### config.mk
export PLATFORM = sky130hd
export DESIGN_NAME = hba_arbiter
export DESIGN_NICKNAME = d
export VERILOG_FILES = /design/src/rtl/hba_arbiter_pkg.sv /design/src/rtl/hba_arbiter_rr_pick.sv /design/src/rtl/hba_arbiter.sv
export SDC_FILE = /design/constraint.sdc
export NUM_CORES = 1
export LEC_CHECK = 0
export ABC_AREA = 1
export CAP_MARGIN = 10
export CORE_AREA = 5 5 42 44
export DETAILED_ROUTE_END_ITERATION = 12
export DIE_AREA = 0 0 47 49
export HOLD_SLACK_MARGIN = 0.02
export MAX_ROUTING_LAYER = met4
export SETUP_SLACK_MARGIN = 0.15
export SYNTH_ARGS = -nofsm -noshare
export SYNTH_HDL_FRONTEND = slang
export SYNTH_SLANG_ARGS = --single-unit
export TNS_END_PERCENT = 50
### constraint.sdc
create_clock -name hba_clk -period 2.9 [get_ports hba_clk]
set_clock_uncertainty 0.1 [all_clocks]
set_input_delay 0.58 -clock hba_clk [delete_from_list [all_inputs] [get_ports hba_clk]]
set_output_delay 0.58 -clock hba_clk [all_outputs]
set_load 0.02 [all_outputs]
### src/rtl/hba_arbiter_pkg.sv
// Shared HBA bus widths and arbiter state encoding.
package hba_arbiter_pkg;

  localparam int ABUS  = 12;
  localparam int DBUS  = 8;
  localparam int IDX_W = 3;

  typedef enum logic [0:0] {
    IDLE  = 1'b0,
    GRANT = 1'b1
  } arb_state_e;

endpackage

### src/rtl/hba_arbiter_rr_pick.sv
// Combinational round-robin picker: first requester after 'last', wrapping modulo NUM_MASTERS.
module hba_arbiter_rr_pick
  import hba_arbiter_pkg::*;
#(
  parameter int NUM_MASTERS = 2
) (
  input  logic [NUM_MASTERS-1:0] req,
  input  logic [IDX_W-1:0]       last,
  output logic                   any,
  output logic [IDX_W-1:0]       win_idx
);

  // Scan from farthest to nearest so the nearest requester after 'last' overwrites the rest.
  always_comb begin
    any     = |req;
    win_idx = last;
    for (int k = NUM_MASTERS; k >= 1; k--) begin
      if (req[(int'(last) + k) % NUM_MASTERS]) begin
        win_idx = IDX_W'((int'(last) + k) % NUM_MASTERS);
      end else begin
        win_idx = win_idx;
      end
    end
  end

endmodule

### src/rtl/hba_arbiter.sv
// HBA bus arbiter: round-robin grant FSM with optional transfer watchdog.
// Optional feature macro: HBA_ARB_TIMEOUT_EN (timeout ack, sticky error and id).
module hba_arbiter
  import hba_arbiter_pkg::*;
#(
  parameter int NUM_MASTERS    = 2,
  parameter int TIMEOUT_CYCLES = 255
) (
  input  logic                   hba_clk,
  input  logic                   hba_reset,
  input  logic [NUM_MASTERS-1:0] master_request,
  input  logic                   hba_select,
  input  logic                   hba_xferack,
  output logic [NUM_MASTERS-1:0] hba_mgrant,
  output logic                   arb_busy,
  output logic                   arb_xferack,
  output logic                   timeout_err,
  output logic [2:0]             timeout_id,
  input  logic                   timeout_clr
);

  arb_state_e             state_q, state_d;
  logic [NUM_MASTERS-1:0] grant_q, grant_d;
  logic [IDX_W-1:0]       last_q, last_d;
  logic                   pick_any;
  logic [IDX_W-1:0]       pick_idx;
  logic                   owner_req;

  hba_arbiter_rr_pick #(.NUM_MASTERS(NUM_MASTERS)) u_pick (
    .req     (master_request),
    .last    (last_q),
    .any     (pick_any),
    .win_idx (pick_idx)
  );

  always_comb begin
    owner_req = 1'b0;
    for (int i = 0; i < NUM_MASTERS; i++) begin
      if (last_q == IDX_W'(i)) begin
        owner_req = master_request[i];
      end else begin
        owner_req = owner_req;
      end
    end
  end

  always_ff @(posedge hba_clk) begin
    if (hba_reset) begin
      state_q <= IDLE;
      grant_q <= '0;
      last_q  <= IDX_W'(NUM_MASTERS - 1);
    end else begin
      state_q <= state_d;
      grant_q <= grant_d;
      last_q  <= last_d;
    end
  end

  always_comb begin
    state_d = state_q;
    case (state_q)
      IDLE: begin
        if (pick_any) state_d = GRANT;
        else          state_d = IDLE;
      end
      GRANT: begin
        if (owner_req) state_d = GRANT;
        else           state_d = IDLE;
      end
      default: state_d = IDLE;
    endcase
  end

  // Grant and winner registers; leaving GRANT always passes through an empty IDLE cycle.
  always_comb begin
    grant_d = grant_q;
    last_d  = last_q;
    case (state_q)
      IDLE: begin
        if (pick_any) begin
          last_d = pick_idx;
          for (int i = 0; i < NUM_MASTERS; i++) grant_d[i] = (pick_idx == IDX_W'(i));
        end else begin
          grant_d = '0;
        end
      end
      GRANT: begin
        if (owner_req) grant_d = grant_q;
        else           grant_d = '0;
      end
      default: grant_d = '0;
    endcase
  end

  assign hba_mgrant = grant_q;
  assign arb_busy   = (state_q == GRANT);

`ifdef HBA_ARB_TIMEOUT_EN
  logic [15:0] cnt_q, cnt_d;
  logic        xack_q, xack_d;
  logic        err_q, err_d;
  logic [2:0]  id_q, id_d;
  logic        stall;
  logic        fire;

  always_comb begin
    stall  = (state_q == GRANT) && hba_select && !hba_xferack;
    fire   = stall && (cnt_q == 16'(TIMEOUT_CYCLES - 1));
    xack_d = fire;
    id_d   = id_q;
    if (fire) begin
      cnt_d = 16'd0;
      id_d  = last_q;
    end else if (stall) begin
      cnt_d = cnt_q + 16'd1;
    end else begin
      cnt_d = 16'd0;
    end
    // A timeout in the same cycle as a clear request keeps the error set.
    if (fire)             err_d = 1'b1;
    else if (timeout_clr) err_d = 1'b0;
    else                  err_d = err_q;
  end

  always_ff @(posedge hba_clk) begin
    if (hba_reset) begin
      cnt_q  <= 16'd0;
      xack_q <= 1'b0;
      err_q  <= 1'b0;
      id_q   <= 3'd0;
    end else begin
      cnt_q  <= cnt_d;
      xack_q <= xack_d;
      err_q  <= err_d;
      id_q   <= id_d;
    end
  end

  assign arb_xferack = xack_q;
  assign timeout_err = err_q;
  assign timeout_id  = id_q;
`else
  logic unused_inputs;
  assign unused_inputs = ^{hba_select, hba_xferack, timeout_clr, 16'(TIMEOUT_CYCLES)};
  assign arb_xferack   = 1'b0;
  assign timeout_err   = 1'b0;
  assign timeout_id    = 3'd0;
`endif

endmodule
==> results.sh, run 1 <==
export IMPL_status="finished clean"
export IMPL_yosys_area_share_simple_pct=34.3
export IMPL_core_area_um2=1400
export IMPL_ys_seq_elements=6
export IMPL_r2r_slack_ns=1.85
export IMPL_io_buffers=6
export IMPL_power_per_cell_area_nw_per_um2=549
export IMPL_vias=295
export IMPL_cts_max_level=1
export IMPL_cpMaxStageDelayCell="clkdlybuf4s50_1"
export IMPL_slowest_delay_ns=0.60
export IMPL_viasPerCell=3.73
export IMPL_grt_pass1_wl_um=924
export IMPL_path_clk_slew_ns=0.05
export IMPL_cts_tree="done"
export IMPL_drive_gt1_share_pct=9.52
export IMPL_clock_path_buffers=2
export IMPL_filler_cell_count=172
export IMPL_drc=0
export IMPL_synth_compound_area_share_pct=7.01
export IMPL_hpwl_um=474
export IMPL_finalHoldViolCount=0
export IMPL_fin_crit_sh_pct=64.6
export IMPL_cts_buffers_inserted=3
export IMPL_hold_buffers=0
export IMPL_rsz0062_at_grt="false"
export IMPL_detail_route_first_pass_iterations=2
export IMPL_die_y_um=49
export IMPL_netlist_instances=55
export IMPL_area_growth_pct=23.6
export IMPL_synth_area_leaders="dfxtp_1 35%, nand2_1 15%, buf_4 11%, nor2_1 11%, inv_1 10%"
export IMPL_synthMuxAreaShare_pct=0
export IMPL_start_kind="flip-flop"
export IMPL_synth_adder_area_share_pct=0
export IMPL_tns_ns=0
export IMPL_crit_chain="clkdlybuf4s50_1"
export IMPL_dp_cells=76
export IMPL_path_max_fanout=3
export IMPL_insertion_delay_ns=0.25
export IMPL_cts_sinks=6
export IMPL_slew_viol_final=0
export IMPL_fmax_ghz=0.534
export IMPL_syn_area_um2=339
export IMPL_postCtsSetupRepairBufs=0
export IMPL_io_pins=15
export IMPL_initial_utilization_pct=24.2
export IMPL_synth_top_area_share_pct=35.4
export IMPL_post_route_min_period_ns=1.87
export IMPL_p_leak_uw=0.000212
export IMPL_arrival_ns=1.19
export IMPL_ys_types=13
export IMPL_crit_required_ns=2.22
export IMPL_drt_iter0_drc=1
export IMPL_worst_path_buf_inv=1
export IMPL_gr_usage_all_layers_pct=6.37
export IMPL_antenna_found_initial=0
export IMPL_die_x_um=47
export IMPL_gr_total_overflow=0
export IMPL_die_area_um2=2300
export IMPL_hold_class="flip-flop to flip-flop"
export IMPL_detail_route_antenna_nets=0
export IMPL_ir_drop_mv=0.176
export IMPL_diodes=0
export IMPL_finalWeightedCongestion=0.753
export IMPL_seq_area_frac_synth_pct=35.4
export IMPL_grt_pass1_vias=244
export IMPL_wirelength_um=596
export IMPL_final_cells=79
export IMPL_root_buffer="clkbuf_4"
export IMPL_synth_largest_area_cell="dfxtp_1"
export IMPL_post_cts_resized=0
export IMPL_synth_top_family_by_area="simple AND/OR/NAND/NOR gates"
export IMPL_end_kind="primary output"
export IMPL_avgSynthCellArea_um2=6.17
export IMPL_wl_per_cell_um=7.54
export IMPL_path_class="flip-flop to primary output"
export IMPL_maxCapViolations=0
export IMPL_grt_max_degree=8
export IMPL_yosysWarningCount=0
export IMPL_finalSetupViolations=0
export IMPL_fin_nets=72
export IMPL_num_rows=14
export IMPL_synth_xor_area_share_pct=0
export IMPL_crit_family="buffers and inverters"
cell usage after synthesis:
cell and instances:
dfxtp_1 6, nor2_1 10, nor2_2 1, nor3_1 2
o21ai_2 1, inv_1 9, nand3_1 2, o21ai_0 2
buf_4 5, nand2_1 14, inv_2 1, conb_1 1
a21oi_1 1
cell type report:
cell class              instances  area (µm²)  area share, %
clock buffers                   3        22.5           5.37
inverters                      10        37.5           8.96
multi-input cells              38         159           37.9
flip-flops and latches          6         120           28.7
well taps                      16        20.0           4.78
repair buffers                  6        60.1           14.3
layout by cell type (no fill, tap or decap), drive strengths merged:
cell type	n
nand2	14
nor2	11
inv	10
dfxtp	6
clkdlybuf4s50	6
conb	5
clkbuf	3
o21ai	3
nand3	2
nor3	2
a21oi	1
final timing paths:
path / endpoint / start / depth (start not counted)
setup / recovery: arb_busy / arb_busy / 1
hold / removal: last_q[2] / last_q[2] / 2
setup reg to reg: hba_mgrant[0] / last_q[0] / 6
hold reg to reg: last_q[2] / last_q[2] / 2
sequential cells by signal, summed over array words and instances, names as in the netlist:
name	flops
last_q	3
hba_mgrant	2
arb_busy	1
per-stage QoR:
stage                     util [%]  cell area (µm²)  total power (µW)  hold slack (ns)  setup slack [ns]
final                         29.9              419               230            0.359              1.03
after global routing          29.9              419               246            0.378             0.970
after CTS                     29.9              419               235            0.360              1.01
after detailed placement      28.3              397               152            0.353              1.12
after global placement        28.3              397               152            0.350              1.14
after floorplan                  -              354               137            0.336              1.72
worst min-delay path, delay by kind of cell, from the launching register on:
family | cells | cell delay [ns]
DFF | 1 | 0.30
buffers and inverters | 1 | 0.06
and+or+nand+nor | 1 | 0.05
cells by family after synthesis:
group           count (synthesis)
compound gates                  4
buf+inv                        15
flops                           6
other cells                     1
simple gates                   29
metal layers:
metal | global-route usage [%] | part of all wire [%] | vias up
met2 | 7.92 | 43 | 8
met1 | 6.42 | 43 | 115
met4 | 6.91 | 5.5 | 0
li1 | - | - | 169
met5 | - | 0 | -
met3 | 3.32 | 8.2 | 3
power breakdown:
group / internal, µW / total (µW) / switching (µW)
Clock: 47.0 / 80.4 / 33.3
Sequential: 89.0 / 93.9 / 4.85
Combinational: 22.2 / 55.9 / 33.7
Total: 158 / 230 / 71.9
Note: power is estimated with default switching activity, not from simulation.
==> run 2, diff against run 1 <==
- clock period: 2.9 -> 1.6 ns (I/O delays scaled with it)
==> results.sh, run 2 (synthesis gave the netlist of run 1 again) <==
export IMPL_status="finished clean"
export IMPL_cts_sinks=6
export IMPL_wirelength_um=600
export IMPL_postCtsSetupRepairBufs=0
export IMPL_cts_tree="done"
export IMPL_arrival_ns=0.91
export IMPL_fin_crit_sh_pct=83.3
export IMPL_initial_utilization_pct=24.2
export IMPL_finalSetupViolations=0
export IMPL_gr_usage_all_layers_pct=6.37
export IMPL_hold_buffers=0
export IMPL_maxCapViolations=0
export IMPL_path_max_fanout=3
export IMPL_grtUsageMet1_pct=6.64
export IMPL_grt_pass1_wl_um=972
export IMPL_start_kind="flip-flop"
export IMPL_wl_per_cell_um=7.59
export IMPL_r2r_start="last_q[0]"
export IMPL_antenna_found_initial=0
export IMPL_num_rows=14
export IMPL_slowest_delay_ns=0.34
export IMPL_die_y_um=49
export IMPL_filler_cell_count=176
export IMPL_viasPerCell=3.85
export IMPL_end_kind="primary output"
export IMPL_cts_buffers_inserted=3
export IMPL_die_area_um2=2300
export IMPL_diodes=0
export IMPL_finalWeightedCongestion=0.754
export IMPL_insertion_delay_ns=0.24
export IMPL_post_cts_resized=3
export IMPL_crit_required_ns=1.18
export IMPL_io_pins=15
export IMPL_hpwl_um=483
export IMPL_hold_slack_ns=0.355
export IMPL_vias=304
export IMPL_top_register="last_q"
export IMPL_finalHoldViolCount=0
export IMPL_io_buffers=6
export IMPL_cts_max_level=1
export IMPL_hold_class="flip-flop to flip-flop"
export IMPL_core_area_um2=1400
export IMPL_post_route_min_period_ns=1.33
export IMPL_final_common_cell="nand2_1"
export IMPL_rsz0062_at_grt="false"
export IMPL_drt_iter0_drc=3
export IMPL_detail_route_first_pass_iterations=2
export IMPL_largest_reg_flops=3
export IMPL_placed_area_um2=397
export IMPL_grt_max_degree=8
export IMPL_crit_start="arb_busy"
export IMPL_crit_family="flip-flops"
export IMPL_path_class="flip-flop to primary output"
export IMPL_tns_ns=0
export IMPL_area_growth_pct=22.5
export IMPL_fin_nets=72
export IMPL_met3_usage_pct=3.32
export IMPL_worstHoldStart="last_q[2]"
export IMPL_drc=0
export IMPL_gr_total_overflow=0
export IMPL_crit_chain="dlygate4sd2_1"
export IMPL_most_common_layout_cells="14 x nand2_1, 10 x nor2_1, 9 x inv_1, 6 x dfxtp_1, 5 x conb_1"
export IMPL_fin_util_pct=29.6
export IMPL_path_clk_slew_ns=0.04
export IMPL_detail_route_antenna_nets=0
export IMPL_power_per_cell_area_nw_per_um2=972
export IMPL_grt_busiest_layer="met2"
export IMPL_stdcell_area_um2=415
export IMPL_root_buffer="clkbuf_4"
export IMPL_clock_path_buffers=2
export IMPL_p_leak_uw=0.000222
export IMPL_grt_use_met2_pct=9.05
export IMPL_fmax_ghz=0.751
export IMPL_ir_drop_mv=0.325
export IMPL_grt_pass1_vias=265
export IMPL_worst_path_buf_inv=1
export IMPL_die_x_um=47
export IMPL_drive_gt1_share_pct=9.52
export IMPL_cpMaxStageDelayCell="dfxtp_1"
export IMPL_slew_viol_final=0
[run 2: tightest hold or removal path: stages (launching register included)]
cell and delay, ns:
dfxtp_1 0.30, inv_1 0.06, nor3_1 0.05
[run 2: per-layer routing]
layer	wire, µm	share of wire, %
met1	255	43
met2	289	48
met3	38	6.3
met4	15	2.5
met5	0	0
[run 2: final cells by class]
class	instances	area (µm²)	area share, %
Multi-Input combinational cell	38	159	38.3
Sequential cell	6	120	28.9
Timing Repair Buffer	6	56.3	13.6
Inverter	10	37.5	9.04
Clock buffer	3	22.5	5.42
Tap cell	16	20.0	4.82
[run 2: worst paths after layout]
| check | slack (ns) | endpoint | cells after the start |
|---|---|---|---|
| worst max-delay path | 0.27 | arb_busy | 1 |
| worst min-delay path | 0.35 | last_q[2] | 2 |
| worst max register to register | 0.50 | hba_mgrant[1] | 4 |
| worst min register to register | 0.35 | last_q[2] | 2 |
[run 2: power by group]
part | total, µW | switching [µW] | internal, µW
Sequential | 170 | 8.51 | 161
Clock | 136 | 51.6 | 84.6
Combinational | 97.6 | 63.1 | 34.5
[run 2: per-stage QoR]
| stage | instances | worst slack (ns) | power (µW) |
|---|---|---|---|
| floorplan | 59 | 0.555 | 249 |
| global placement | 76 | 0.0975 | 275 |
| detailed placement | 76 | 0.0844 | 276 |
| CTS | 79 | 0.244 | 415 |
| global route | 79 | 0.211 | 435 |
| finish | 79 | 0.268 | 404 |
